`src/rtl/cache_nway_pkg.sv`:
```
// Shared types and encodings for the N-way cache controller and its PLRU helper.
package cache_nway_pkg;

    typedef enum logic [1:0] {
        ST_CHECK     = 2'd0,
        ST_WRITEBACK = 2'd1,
        ST_FILL      = 2'd2
    } state_e;

    // Data-array write source.
    localparam logic [1:0] WR_PMEM = 2'b00;
    localparam logic [1:0] WR_CPU  = 2'b01;
    localparam logic [1:0] WR_NONE = 2'b11;

    // Physical memory address source.
    localparam logic ADDR_REQ    = 1'b0;
    localparam logic ADDR_VICTIM = 1'b1;

endpackage

```
`src/rtl/cache_control_nway_plru_tree.sv`:
```
// Tree pseudo-LRU: heap-ordered nodes (children 2i+1, 2i+2), bit 0 = left, 1 = right.
// Produces the victim way for plru_in and the bits updated for an access to access_way.
module plru_tree #(
    parameter int WAYS  = 4,
    parameter int WAY_W = $clog2(WAYS)
) (
    input  logic [WAYS-2:0]  plru_in,
    input  logic [WAY_W-1:0] access_way,
    output logic [WAY_W-1:0] victim_way,
    output logic [WAYS-2:0]  plru_out
);

    int              vic_node;
    logic            vic_bit;
    int              upd_node;
    logic            acc_bit;
    logic [WAYS-2:0] node_mask;

    // NOTE: blocking assignments are correct here -- each loop step reads the value the previous step just wrote.
    always_comb begin
        vic_node = 0;
        vic_bit  = 1'b0;
        for (int lvl = 0; lvl < WAY_W; lvl++) begin
            vic_bit  = 1'(plru_in >> vic_node);
            vic_node = 2 * vic_node + 1 + int'(vic_bit);
        end
        victim_way = WAY_W'(vic_node - (WAYS - 1));
    end

    // Walk the accessed way's path MSB first; each node is turned to face the other subtree.
    always_comb begin
        upd_node  = 0;
        acc_bit   = 1'b0;
        node_mask = '0;
        plru_out  = plru_in;
        for (int lvl = 0; lvl < WAY_W; lvl++) begin
            acc_bit   = 1'(access_way >> (WAY_W - 1 - lvl));
            node_mask = (WAYS - 1)'(1) << upd_node;
            if (acc_bit) begin
                plru_out = plru_out & ~node_mask;
            end else begin
                plru_out = plru_out | node_mask;
            end
            upd_node = 2 * upd_node + 1 + int'(acc_bit);
        end
    end

endmodule

```
`src/rtl/cache_control_nway.sv`:
```
// Control FSM for a WAYS-way set-associative write-back cache with tree PLRU replacement.
// Hits respond combinationally; misses write back a dirty victim, then fill it.
module cache_control_nway
    import cache_nway_pkg::*;
#(
    parameter int WAYS  = 4,
    parameter int WAY_W = $clog2(WAYS),
    parameter int CNT_W = 32
) (
    input  logic             clk,
    input  logic             rst,
    input  logic             mem_read,
    input  logic             mem_write,
    output logic             mem_resp,
    input  logic             pmem_resp,
    output logic             pmem_read,
    output logic             pmem_write,
    input  logic [WAYS-1:0]  hit_vec,
    input  logic [WAYS-1:0]  valid_vec,
    input  logic [WAYS-1:0]  dirty_vec,
    input  logic [WAYS-2:0]  plru_in,
    output logic [WAYS-2:0]  plru_out,
    output logic             plru_load,
    output logic [WAY_W-1:0] way_sel,
    output logic [WAYS-1:0]  tag_load,
    output logic [WAYS-1:0]  valid_load,
    output logic [WAYS-1:0]  dirty_load,
    output logic             dirty_in,
    output logic [1:0]       writing,
    output logic             pmem_addr_sel,
    output logic [CNT_W-1:0] hit_count,
    output logic [CNT_W-1:0] miss_count
);

    state_e           state_q, state_d;
    logic [WAY_W-1:0] victim_q, victim_d;
    logic [CNT_W-1:0] hit_count_q, hit_count_d;
    logic [CNT_W-1:0] miss_count_q, miss_count_d;

    logic             req;
    logic             is_write;
    logic             hit;
    logic [WAY_W-1:0] hit_way;
    logic [WAY_W-1:0] free_way;
    logic             any_free;
    logic [WAY_W-1:0] plru_victim;
    logic [WAYS-2:0]  plru_upd;
    logic [WAY_W-1:0] miss_victim;
    logic [WAYS-1:0]  victim_oh;

    assign req         = mem_read | mem_write;
    assign is_write    = mem_write;
    assign hit         = |hit_vec;
    assign miss_victim = any_free ? free_way : plru_victim;
    assign victim_oh   = WAYS'(1) << victim_q;
    assign hit_count   = hit_count_q;
    assign miss_count  = miss_count_q;

    plru_tree #(
        .WAYS  (WAYS),
        .WAY_W (WAY_W)
    ) u_plru (
        .plru_in    (plru_in),
        .access_way (hit_way),
        .victim_way (plru_victim),
        .plru_out   (plru_upd)
    );

    // hit_vec is one-hot, so OR-ing the indices of set bits yields the hit way.
    always_comb begin
        hit_way  = '0;
        free_way = '0;
        any_free = 1'b0;
        for (int w = 0; w < WAYS; w++) begin
            if (hit_vec[WAY_W'(w)]) begin
                hit_way = hit_way | WAY_W'(w);
            end
        end
        for (int w = WAYS - 1; w >= 0; w--) begin
            if (!valid_vec[WAY_W'(w)]) begin
                free_way = WAY_W'(w);
                any_free = 1'b1;
            end
        end
    end

    // NOTE: every output and next-state value gets a default first so no path infers a latch.
    always_comb begin
        state_d       = state_q;
        victim_d      = victim_q;
        hit_count_d   = hit_count_q;
        miss_count_d  = miss_count_q;
        mem_resp      = 1'b0;
        pmem_read     = 1'b0;
        pmem_write    = 1'b0;
        plru_out      = plru_in;
        plru_load     = 1'b0;
        way_sel       = '0;
        tag_load      = '0;
        valid_load    = '0;
        dirty_load    = '0;
        dirty_in      = 1'b0;
        writing       = WR_NONE;
        pmem_addr_sel = ADDR_REQ;

        // While reset is held nothing is driven, so an in-flight transfer cannot touch the arrays.
        if (!rst) begin
            unique case (state_q)
                ST_CHECK: begin
                    if (req && hit) begin
                        mem_resp    = 1'b1;
                        way_sel     = hit_way;
                        plru_out    = plru_upd;
                        plru_load   = 1'b1;
                        hit_count_d = hit_count_q + CNT_W'(1);
                        if (is_write) begin
                            writing    = WR_CPU;
                            dirty_load = hit_vec;
                            dirty_in   = 1'b1;
                        end
                    end else if (req) begin
                        victim_d     = miss_victim;
                        miss_count_d = miss_count_q + CNT_W'(1);
                        state_d      = dirty_vec[miss_victim] ? ST_WRITEBACK : ST_FILL;
                    end
                end

                ST_WRITEBACK: begin
                    pmem_write    = 1'b1;
                    pmem_addr_sel = ADDR_VICTIM;
                    way_sel       = victim_q;
                    if (pmem_resp) begin
                        state_d = ST_FILL;
                    end
                end

                ST_FILL: begin
                    pmem_read = 1'b1;
                    way_sel   = victim_q;
                    writing   = WR_PMEM;
                    if (pmem_resp) begin
                        tag_load   = victim_oh;
                        valid_load = victim_oh;
                        dirty_load = victim_oh;
                        dirty_in   = 1'b0;
                        state_d    = ST_CHECK;
                    end
                end

                default: begin
                    state_d = ST_CHECK;
                end
            endcase
        end
    end

    // NOTE: sequential state uses non-blocking assignments; reset is sampled on the clock edge.
    always_ff @(posedge clk) begin
        if (rst) begin
            state_q      <= ST_CHECK;
            victim_q     <= '0;
            hit_count_q  <= '0;
            miss_count_q <= '0;
        end else begin
            state_q      <= state_d;
            victim_q     <= victim_d;
            hit_count_q  <= hit_count_d;
            miss_count_q <= miss_count_d;
        end
    end

    a_hit_onehot0: assert property (@(posedge clk) disable iff (rst) $onehot0(hit_vec));

    a_pmem_exclusive: assert property (@(posedge clk) disable iff (rst) !(pmem_read && pmem_write));

    a_victim_stable: assert property (@(posedge clk) disable iff (rst)
        (state_q != ST_CHECK && $past(state_q) != ST_CHECK) |-> (victim_q == $past(victim_q)));

endmodule

```
`config.mk`:
```
export PLATFORM = sky130hd
export DESIGN_NAME = cache_control_nway
export DESIGN_NICKNAME = d
export VERILOG_FILES = /design/src/rtl/cache_nway_pkg.sv /design/src/rtl/cache_control_nway_plru_tree.sv /design/src/rtl/cache_control_nway.sv
export SDC_FILE = /design/constraint.sdc
export NUM_CORES = 1
export LEC_CHECK = 0
export BUFFER_PORTS_ARGS = -buffer_cell sky130_fd_sc_hd__buf_2
export CORE_MARGIN = 3
export CORE_UTILIZATION = 52
export DETAILED_ROUTE_END_ITERATION = 10
export PLACE_DENSITY = 0.81
export SLEW_MARGIN = 20
export SYNTH_ARGS = -nofsm -noshare
export SYNTH_HDL_FRONTEND = slang
export SYNTH_SLANG_ARGS = --single-unit
```
`constraint.sdc`:
```
create_clock -name clk -period 3.4 [get_ports clk]
set_input_delay 1.02 -clock clk [delete_from_list [all_inputs] [get_ports clk]]
set_output_delay 1.02 -clock clk [all_outputs]
set_load 0.03 [all_outputs]
```
==> results of run 1 <==
==> where the power goes <==
group / internal (mW) / switching (mW)
Sequential: 0.795 / 0.0137
Combinational: 0.0684 / 0.148
Clock: 0.305 / 0.315
==> layer usage <==
metal  track usage  vias to the layer above  wire, um
li1              -                     1816         -
met5             0                        -         0
met1         0.301                     1751      4100
met2         0.376                      116      4450
met4        0.0947                        0       118
met3        0.0525                       14       510
==> cells by family after synthesis <==
logic type | Yosys count | share of synthesized area
and+or+nand+nor | 186 | 0.308
AOI/OAI and AO/OA | 105 | 0.177
DFF | 67 | 0.374
buffers and inverters | 48 | 0.0648
xor gates and xnor gates | 14 | 0.0341
muxes | 7 | 0.0206
adders and majority gates | 6 | 0.0209
other | 1 | 0.00104
==> layout make-up <==
type	instances	area [um2]	area share
Multi-Input combinational cell	323	2060	0.483
Sequential cell	67	1340	0.315
Timing Repair Buffer	102	526	0.123
Clock buffer	11	151	0.0355
Tap cell	77	96.3	0.0226
Inverter	14	52.6	0.0123
Clock inverter	5	36.3	0.00852
==> Yosys cell counts (all sizes together), types with 4 or more instances <==
library cell | number | area (um2)
and2 | 4 | 25.0
o31ai | 34 | 255
and3 | 5 | 31.3
nand4 | 26 | 163
nand2 | 21 | 78.8
o21ai | 15 | 75.1
dfxtp | 67 | 1340
mux2i | 4 | 40.0
xnor2 | 7 | 61.3
nor2b | 4 | 25.0
nor4 | 6 | 37.5
buf | 13 | 101
and4 | 11 | 96.3
ha | 6 | 75.1
or3 | 13 | 86.3
nor2 | 25 | 93.8
xor2 | 7 | 61.3
or4 | 40 | 304
nand3 | 23 | 115
a21oi | 49 | 245
inv | 14 | 52.6
clkbuf | 21 | 78.8
==> worst max-delay path, delay by kind of cell <==
kind	cells	cell delay, ns
buf+inv	2	0.32
simple gates	3	0.73
==> flip-flops by register name, indices dropped and copies added (netlist names) <==
name / flops
hit_count: 32
miss_count: 32
state_q: 2
victim_q: 1
==> worst max path at each step <==
stage / startpoint / to / cells past startpoint / slack, ns
2_1_floorplan: hit_vec[0] / plru_out[0] / 4 / 0.005
3_3_place_gp: hit_vec[1] / miss_count[31] / 5 / 0.23
3_5_place_dp: hit_vec[1] / miss_count[31] / 5 / 0.20
4_1_cts: hit_vec[1] / plru_out[0] / 5 / 0.29
5_1_grt: hit_vec[1] / writing[1] / 6 / 0.16
6_report: hit_vec[1] / plru_out[0] / 5 / 0.30
==> stage by stage <==
step                      cells   util  cell area [um2]
after floorplan             438      -             3620
after global placement      583  0.623             4070
after detailed placement    583  0.623             4070
after CTS                   599  0.652             4260
after global routing        599  0.652             4260
final                       599  0.652             4260
==> results.md, run 1 <==
* R2r endpoint: miss_count[31]
* Worst Setup Start Kind: primary input
* Fillers at roughly 570
* Total iterations of the first detailed-routing run at 4
* Crit path max fanout at 5
* N_diodes at 0
* Min Clock Period, post-route at 3.10 ns
* Initial antenna violation count at 0
* Layout Skew at ~0.0056 ns
* Routed vias/inst at around 6.2
* DIE WIDTH at approximately 89 um
* Setup Fix Bufs, Post-CTS at 0
* Slew headroom at 0.523
* Row Count at 29
* CP max-delay cell: nor4_2
* Period utilization at 0.912
* EDFF count, synth at 0
* RSZ-0062 raised after global routing: false
* GP Congestion at approximately 0.8
* PostCTS Resize Cnt at 0
* Number of global-route vias before repair at approximately 3300
* Core Box Area at between 6000 and 7000 um2
* Largest net degree at the start of global routing at 41
* Post-route setup slack at 0.300 ns
* H-Tree Depth at 3
* Clk slew on worst S/H paths at about 0.07 ns
* WL/cell at approximately 15 um
* Number of hold buffers added after cts at 0
* GRT Util Overall at 0.233
* WL final at around 9200 um
* Share of layout cells above drive strength 1 at 0.245
* Commonest non-fill, non-tap cells in the layout: buf_2 (96), dfxtp_1 (67), a21oi_1 (49)
* Worst hold endpoint: hit_count[27]
* Most common cell after layout, fill and taps aside: buf_2
* I/O pin total at 109
* Starting density of the core at 0.550
* Syn_area_per_cell at 8.27 um2
* Worst r2r src: state_q[1]
* Synthesized flop and latch total at between 60 and 70
* Reg2reg path depth at 7
* Root Buffer: clkbuf_8
* Congestion Overflow GR at 0
* Dpl hpwl at 6490 um
* DRC viols at 0
* CTS Sinks at 67
* CP dominant cell by count: buf_2
* Leak Pwr at 1.62 nW
* Status: complete, no violations
* Total Die Area at just under 8000 um2
* Cts bufs inserted at 9
* Vias at 3697
* Least-Margin Pin Slew at about 0.71 ns
* Sequential share of the synthesized area at 0.374
* Pre-CTS WS at around 0.20 ns
* Pwr dens at between 300 and 400 nW/um2
* DRT antenna net count at 0
* CP cell instances: buf_2 -> nor4_2 -> nor3_2 -> or2_2 -> buf_2
* Clock Latency Late Sink at ~0.34 ns
* Area of the mapped netlist at 3590 um2
* Peak VDD IR at approximately 240 uV
* Die height at 89.1 um
* Synth cell types at 40
* Pins over their slew limit at 0
* FF-to-FF setup slack at 1.03 ns
* CTS max path bufs at 2
* Syn. warnings at 0
* First-pass GRT wire length at between 10000 and 15000 um
* CTS tree: built
* Post-synth ARST share at 0
* Setup TNS at 0 ns
* Hold Crit Start: hit_count[27]
* Worst setup path class: primary input to primary output
* Achievable Freq at between 300 and 400 MHz
* Gate Count Post-Synth at 434
* Final hold vios at 0
* Iter 0 DRT Violations at between 150 and 200
* WHS at approximately 0.5 ns
* Top FF cell, synth: dfxtp_1
* Nets@finish at around 540
* Max-cap viol count at 0
* CP Data Arrival Time at 2.08 ns
* Worst hold path class: flop to flop
* Hold Crit Depth at 2
* Power Total at ~1.6 mW
* Crit path capture type: primary output
* Layout area overhead at 18.6%
* Port bufs at 96
* Required @ worst endpoint at 2.38 ns
* Setup violators final at 0
* CP max stage delay at ~0.32 ns
Note: power is estimated with default switching activity, not from simulation.
==> run 2, diff against run 1 <==
Settings changed: BUFFER_PORTS_ARGS -buffer_cell sky130_fd_sc_hd__buf_2 to default, CORE_UTILIZATION 52 to 54, DONT_BUFFER_PORTS from default to 1, PLACE_DENSITY 0.81 to 0.69.
==> run 2 against run 1 <==
Sequential share of layout area is 3.4 points higher. Non-clock buffer count down 92. Clock-buffer cell count up 1. Total power rose by 4.6%. Global-route usage fell by 0.39 points. Utilization decreased by 5.1 points. Hold slack improved by 0.027 ns. Wire length decreased by 4.6%. Combinational power down 29%. Fmax is 5.1% higher. Sequential cell count is the same. First-iteration DRC count grew 7.2%. Largest cell class unchanged.
==> results.md, run 2 (synthesized netlist as in run 1, its figures left out) <==
* Status: complete, no violations
* Number of global-route vias before repair at between 3000 and 4000
* Layout area overhead at 6.93%
* GRT Util Overall at 0.229
* Worst path bufs/invs at 1
* Clock Latency Late Sink at roughly 0.34 ns
* Cts bufs inserted at 9
* Row Count at 29
* CTS tree: built
* Iter 0 DRT Violations at 163
* Most common cell after layout, fill and taps aside: dfxtp_1
* Crit path max fanout at 12
* Nets@finish at roughly 450
* Total iterations of the first detailed-routing run at 4
* Worst Setup Start Kind: primary input
* CP max-delay cell: nor4_2
* Final hold vios at 0
* First-pass GRT wire length at approximately 14000 um
* Dpl hpwl at 5920 um
* Achievable Freq at 339 MHz
* Required @ worst endpoint at roughly 2.4 ns
* Peak VDD IR at approximately 250 uV
* DRT antenna net count at 0
* Share of layout cells above drive strength 1 at 0.0791
* Max-cap viol count at 0
* Clk slew on worst S/H paths at roughly 0.070 ns
* Highest routed layer: met4
* Largest net degree at the start of global routing at slightly below 80
* Initial antenna violation count at 0
* Slew headroom at 0.484
* Routed vias/inst at approximately 6.6
* Largest delay share family, worst path: simple AND/OR/NAND/NOR gates
* Pwr dens at ~450 nW/um2
* Worst setup path class: primary input to primary output
* Core Box Area at 6390 um2
* Number of hold buffers added after cts at 0
* H-Tree Depth at 3
* Crit path capture type: primary output
* Die height at between 80 and 90 um
* CP max stage delay at between 0.3 and 0.4 ns
* DRC viols at 0
* Leak Pwr at between 1 and 1.5 nW
* RSZ-0062 raised after global routing: false
* Least-Margin Pin Slew at 0.772 ns
* Fillers at ~580
* N_diodes at 0
* WL final at 8760 um
* Port bufs at 0
* Routed wl met2 at 4140 um
* Setup Fix Bufs, Post-CTS at 0
* Congestion Overflow GR at 0
* Setup TNS at 0 ns
* Commonest non-fill, non-tap cells in the layout: dfxtp_1 (67), a21oi_1 (49), or4_1 (39)
* WL/cell at roughly 17 um
* Root Buffer: clkbuf_8
* Pins over their slew limit at 0
* I/O pin total at between 100 and 150
* Total Die Area at ~7700 um2
* CTS max path bufs at 2
* Starting density of the core at 0.562
* CP Data Arrival Time at approximately 1.9 ns
* Layout Skew at 0.00847 ns
* Setup violators final at 0
* PostCTS Resize Cnt at 0
* Detail Route met3 WL at between 600 and 700 um
* Vias at 3354
* CP cell instances: nor4_2 -> buf_4 -> o2bb2ai_1 -> nand2_1
* Min Clock Period, post-route at a little under 3 ns
* GP Congestion at roughly 0.79
* DIE WIDTH at about 90 um
* Period utilization at 0.868
* WHS at between 0.5 and 0.6 ns
* Worst hold path class: flop to flop
* CTS Sinks at 67
* Met1 wire length at slightly below 4000 um
## run 2: cell count changes in the layout (fill, tap and decap cells not counted)
cell,previous run,this run
buf_4,6,10
buf_2,96,0
bufinv_16,0,2
clkbuf_1,0,2
inv_6,1,0
clkinv_4,0,1
clkbuf_8,11,10
clkinvlp_4,3,0
## run 2: where the power goes
part	leakage (nW)	switching (mW)	internal (mW)
Sequential	0.540	0.0305	0.795
Clock	0.111	0.307	0.434
Combinational	0.519	0.105	0.0505
## run 2: path summary, 6_finish.rpt
check,startpoint,to,slack (ns),cells past startpoint
max reg2reg,hit_count[13],hit_count[31],0.82,4
min reg2reg,state_q[0],state_q[0],0.53,2
min,state_q[0],state_q[0],0.53,2
max,hit_vec[0],writing[1],0.45,4
## run 2: final cells by class
class | count | area (um2) | share of cell area
multi-input combinational | 323 | 2060 | 0.535
sequential | 67 | 1340 | 0.349
clock buffer | 12 | 145 | 0.0378
tap | 77 | 96.3 | 0.0251
timing repair buffer | 10 | 75.1 | 0.0196
clock inverter | 4 | 73.8 | 0.0192
inverter | 14 | 52.6 | 0.0137
## run 2: tightest hold or removal path, stage by stage, from the launching register on
cell and delay (ns):
dfxtp_1 0.35, o21ai_0 0.08, a21oi_1 0.06
## run 2: stage by stage
step           worst slack, ns  instance area, um2  power [mW]  cells  utilization
2_1_floorplan          0.00542                3620       0.983    438            -
3_3_place_gp             0.358                3620       0.995    491        0.567
3_5_place_dp             0.354                3620       0.998    491        0.567
4_1_cts                  0.442                3840        1.73    507        0.601
5_1_grt                  0.303                3840        1.78    507        0.601
6_report                 0.449                3840        1.72    507        0.601
## run 2: per-layer routing
layer,GRT usage,up-vias
met5,0,-
met4,0.0851,0
met3,0.0546,2
met2,0.371,96
met1,0.297,1625
li1,-,1631
==> run 3, diff against run 2 <==
Settings changed: CORE_ASPECT_RATIO from default to 1.5.
==> run 3 against run 2 <==
Via count shrank 0.33%. Cell count shrank 0.59%. Die area increased by 0.26%. Utilization grew 0.31 points. Sequential cell count stayed put. Combinational power hardly changed. Critical endpoint is now plru_out[0].
==> results.md, run 3 (synthesized netlist as in run 1, its figures left out) <==
* N_diodes at 0
* Max-cap viol count at 0
* Worst setup path class: primary input to primary output
* Share of layout cells above drive strength 1 at 0.0814
* Hold Crit Depth at 2
* WL/cell at between 15 and 20 um
* DRC viols at 0
* Min Clock Period, post-route at roughly 3.2 ns
* Internal power at between 1 and 1.5 mW
* Flop pwr share at 0.502
* CTS Sinks at between 60 and 70
* Final hold vios at 0
* Switch share at 0.270
* Multi-input gate area at 2060 um2
* Core Box Area at roughly 6300 um2
* Largest net degree at the start of global routing at 77
* Achievable Freq at 309 MHz
* Clock Latency Late Sink at about 0.35 ns
* Worst Setup Start Kind: primary input
* Required @ worst endpoint at 2.38 ns
* WL final at just under 9000 um
* GRT Util Overall at 0.235
* Vias at between 3000 and 4000
* Status: complete, no violations
* Setup violators final at 0
* CTS tree: built
* Die height at approximately 110 um
* Crit path max fanout at 6
* First-pass GRT wire length at ~15000 um
* Dpl hpwl at approximately 6200 um
* Pins over their slew limit at 0
* Leak Pwr at around 1.2 nW
* Routed vias/inst at ~6.6
* Congestion Overflow GR at 0
* Cts bufs inserted at 9
* Layout area overhead at 6.13%
* Fillers at 591
* Initial antenna violation count at 0
* Number of hold buffers added after cts at 0
* DIE WIDTH at between 70 and 80 um
* RSZ-0062 raised after global routing: false
* CP Data Arrival Time at approximately 2.2 ns
* Total Die Area at ~7700 um2
* Crit path capture type: primary output
* Layout Skew at around 0.010 ns
* Setup Fix Bufs, Post-CTS at 0
* Root Buffer: clkbuf_8
* Reg2reg path depth at 4
* Power Total at around 1.6 mW
* DRT antenna net count at 0
* FF+latch area at 1340 um2
* Most common cell after layout, fill and taps aside: dfxtp_1
* Port bufs at 0
* Row Count at 35
* Clk slew on worst S/H paths at approximately 0.070 ns
* PostCTS Resize Cnt at 0
* GP Congestion at roughly 0.79
* Nets@finish at around 450
* I/O pin total at approximately 110
* Peak VDD IR at about 460 uV
* H-Tree Depth at 3
* CP Launch Point: hit_vec[0]
* Comb pwr share at 0.095
* Setup TNS at 0 ns
* Iter 0 DRT Violations at 136
* Switching pwr at 0.443 mW
* Total iterations of the first detailed-routing run at 4
* CTS max path bufs at 2
* Commonest non-fill, non-tap cells in the layout: dfxtp_1 (67), a21oi_1 (49), or4_1 (39)
* Slew headroom at 0.485
* Starting density of the core at 0.569
* Hold Crit Start: state_q[0]
* Number of global-route vias before repair at around 3100
* Least-Margin Pin Slew at between 0.7 and 0.8 ns
* Worst hold path class: flop to flop
* Worst r2r src: hit_count[13]
* Clock share of power at 0.403
* Pwr dens at 431 nW/um2
* Period utilization at 0.953
==> run 3: critical path, stage by stage <==
cell and delay (ns):
nor4_2 0.62, nor3_2 0.17, or2_2 0.41
==> run 3: path summary, 6_finish.rpt <==
kind | end | slack, ns
worst max register to register | hit_count[31] | 0.82
worst min register to register | state_q[0] | 0.55
worst max-delay path | plru_out[0] | 0.16
worst min-delay path | state_q[0] | 0.55
==> run 3: power groups by stage <==
stage,combinational [mW],clock (mW),sequential [mW]
global route,0.171,0.712,0.827
CTS,0.157,0.678,0.825
finish,0.156,0.662,0.825
floorplan,0.145,0,0.838
detailed placement,0.156,0,0.843
global placement,0.153,0,0.842
==> run 3: layer usage <==
metal / routed length, um / global-route usage / vias up / share of wire
met2: 4680 / 0.394 / 81 / 0.53
met3: 570 / 0.0859 / 15 / 0.064
li1: - / - / 1624 / -
met4: 185 / 0.0897 / 0 / 0.021
met1: 3480 / 0.266 / 1623 / 0.39
met5: 0 / 0 / - / 0
==> run 3: area by class of cell <==
| cell class | count | area share |
|---|---|---|
| Inverter | 14 | 0.0138 |
| Sequential cell | 67 | 0.352 |
| Multi-Input combinational cell | 323 | 0.539 |
| Clock inverter | 5 | 0.0138 |
| Clock buffer | 11 | 0.0371 |
| Timing Repair Buffer | 10 | 0.0197 |
| Tap cell | 74 | 0.0243 |
==> run 3: through the flow <==
step                      setup slack [ns]   util  cell area [um2]  hold WS [ns]  instances
final                                0.161  0.604             3810         0.550        504
after global routing                0.0883  0.604             3810         0.573        504
after CTS                            0.179  0.604             3810         0.552        504
after detailed placement             0.170  0.574             3620         0.528        488
after global placement               0.218  0.574             3620         0.505        488
after floorplan                    0.00542      -             3620         0.484        438
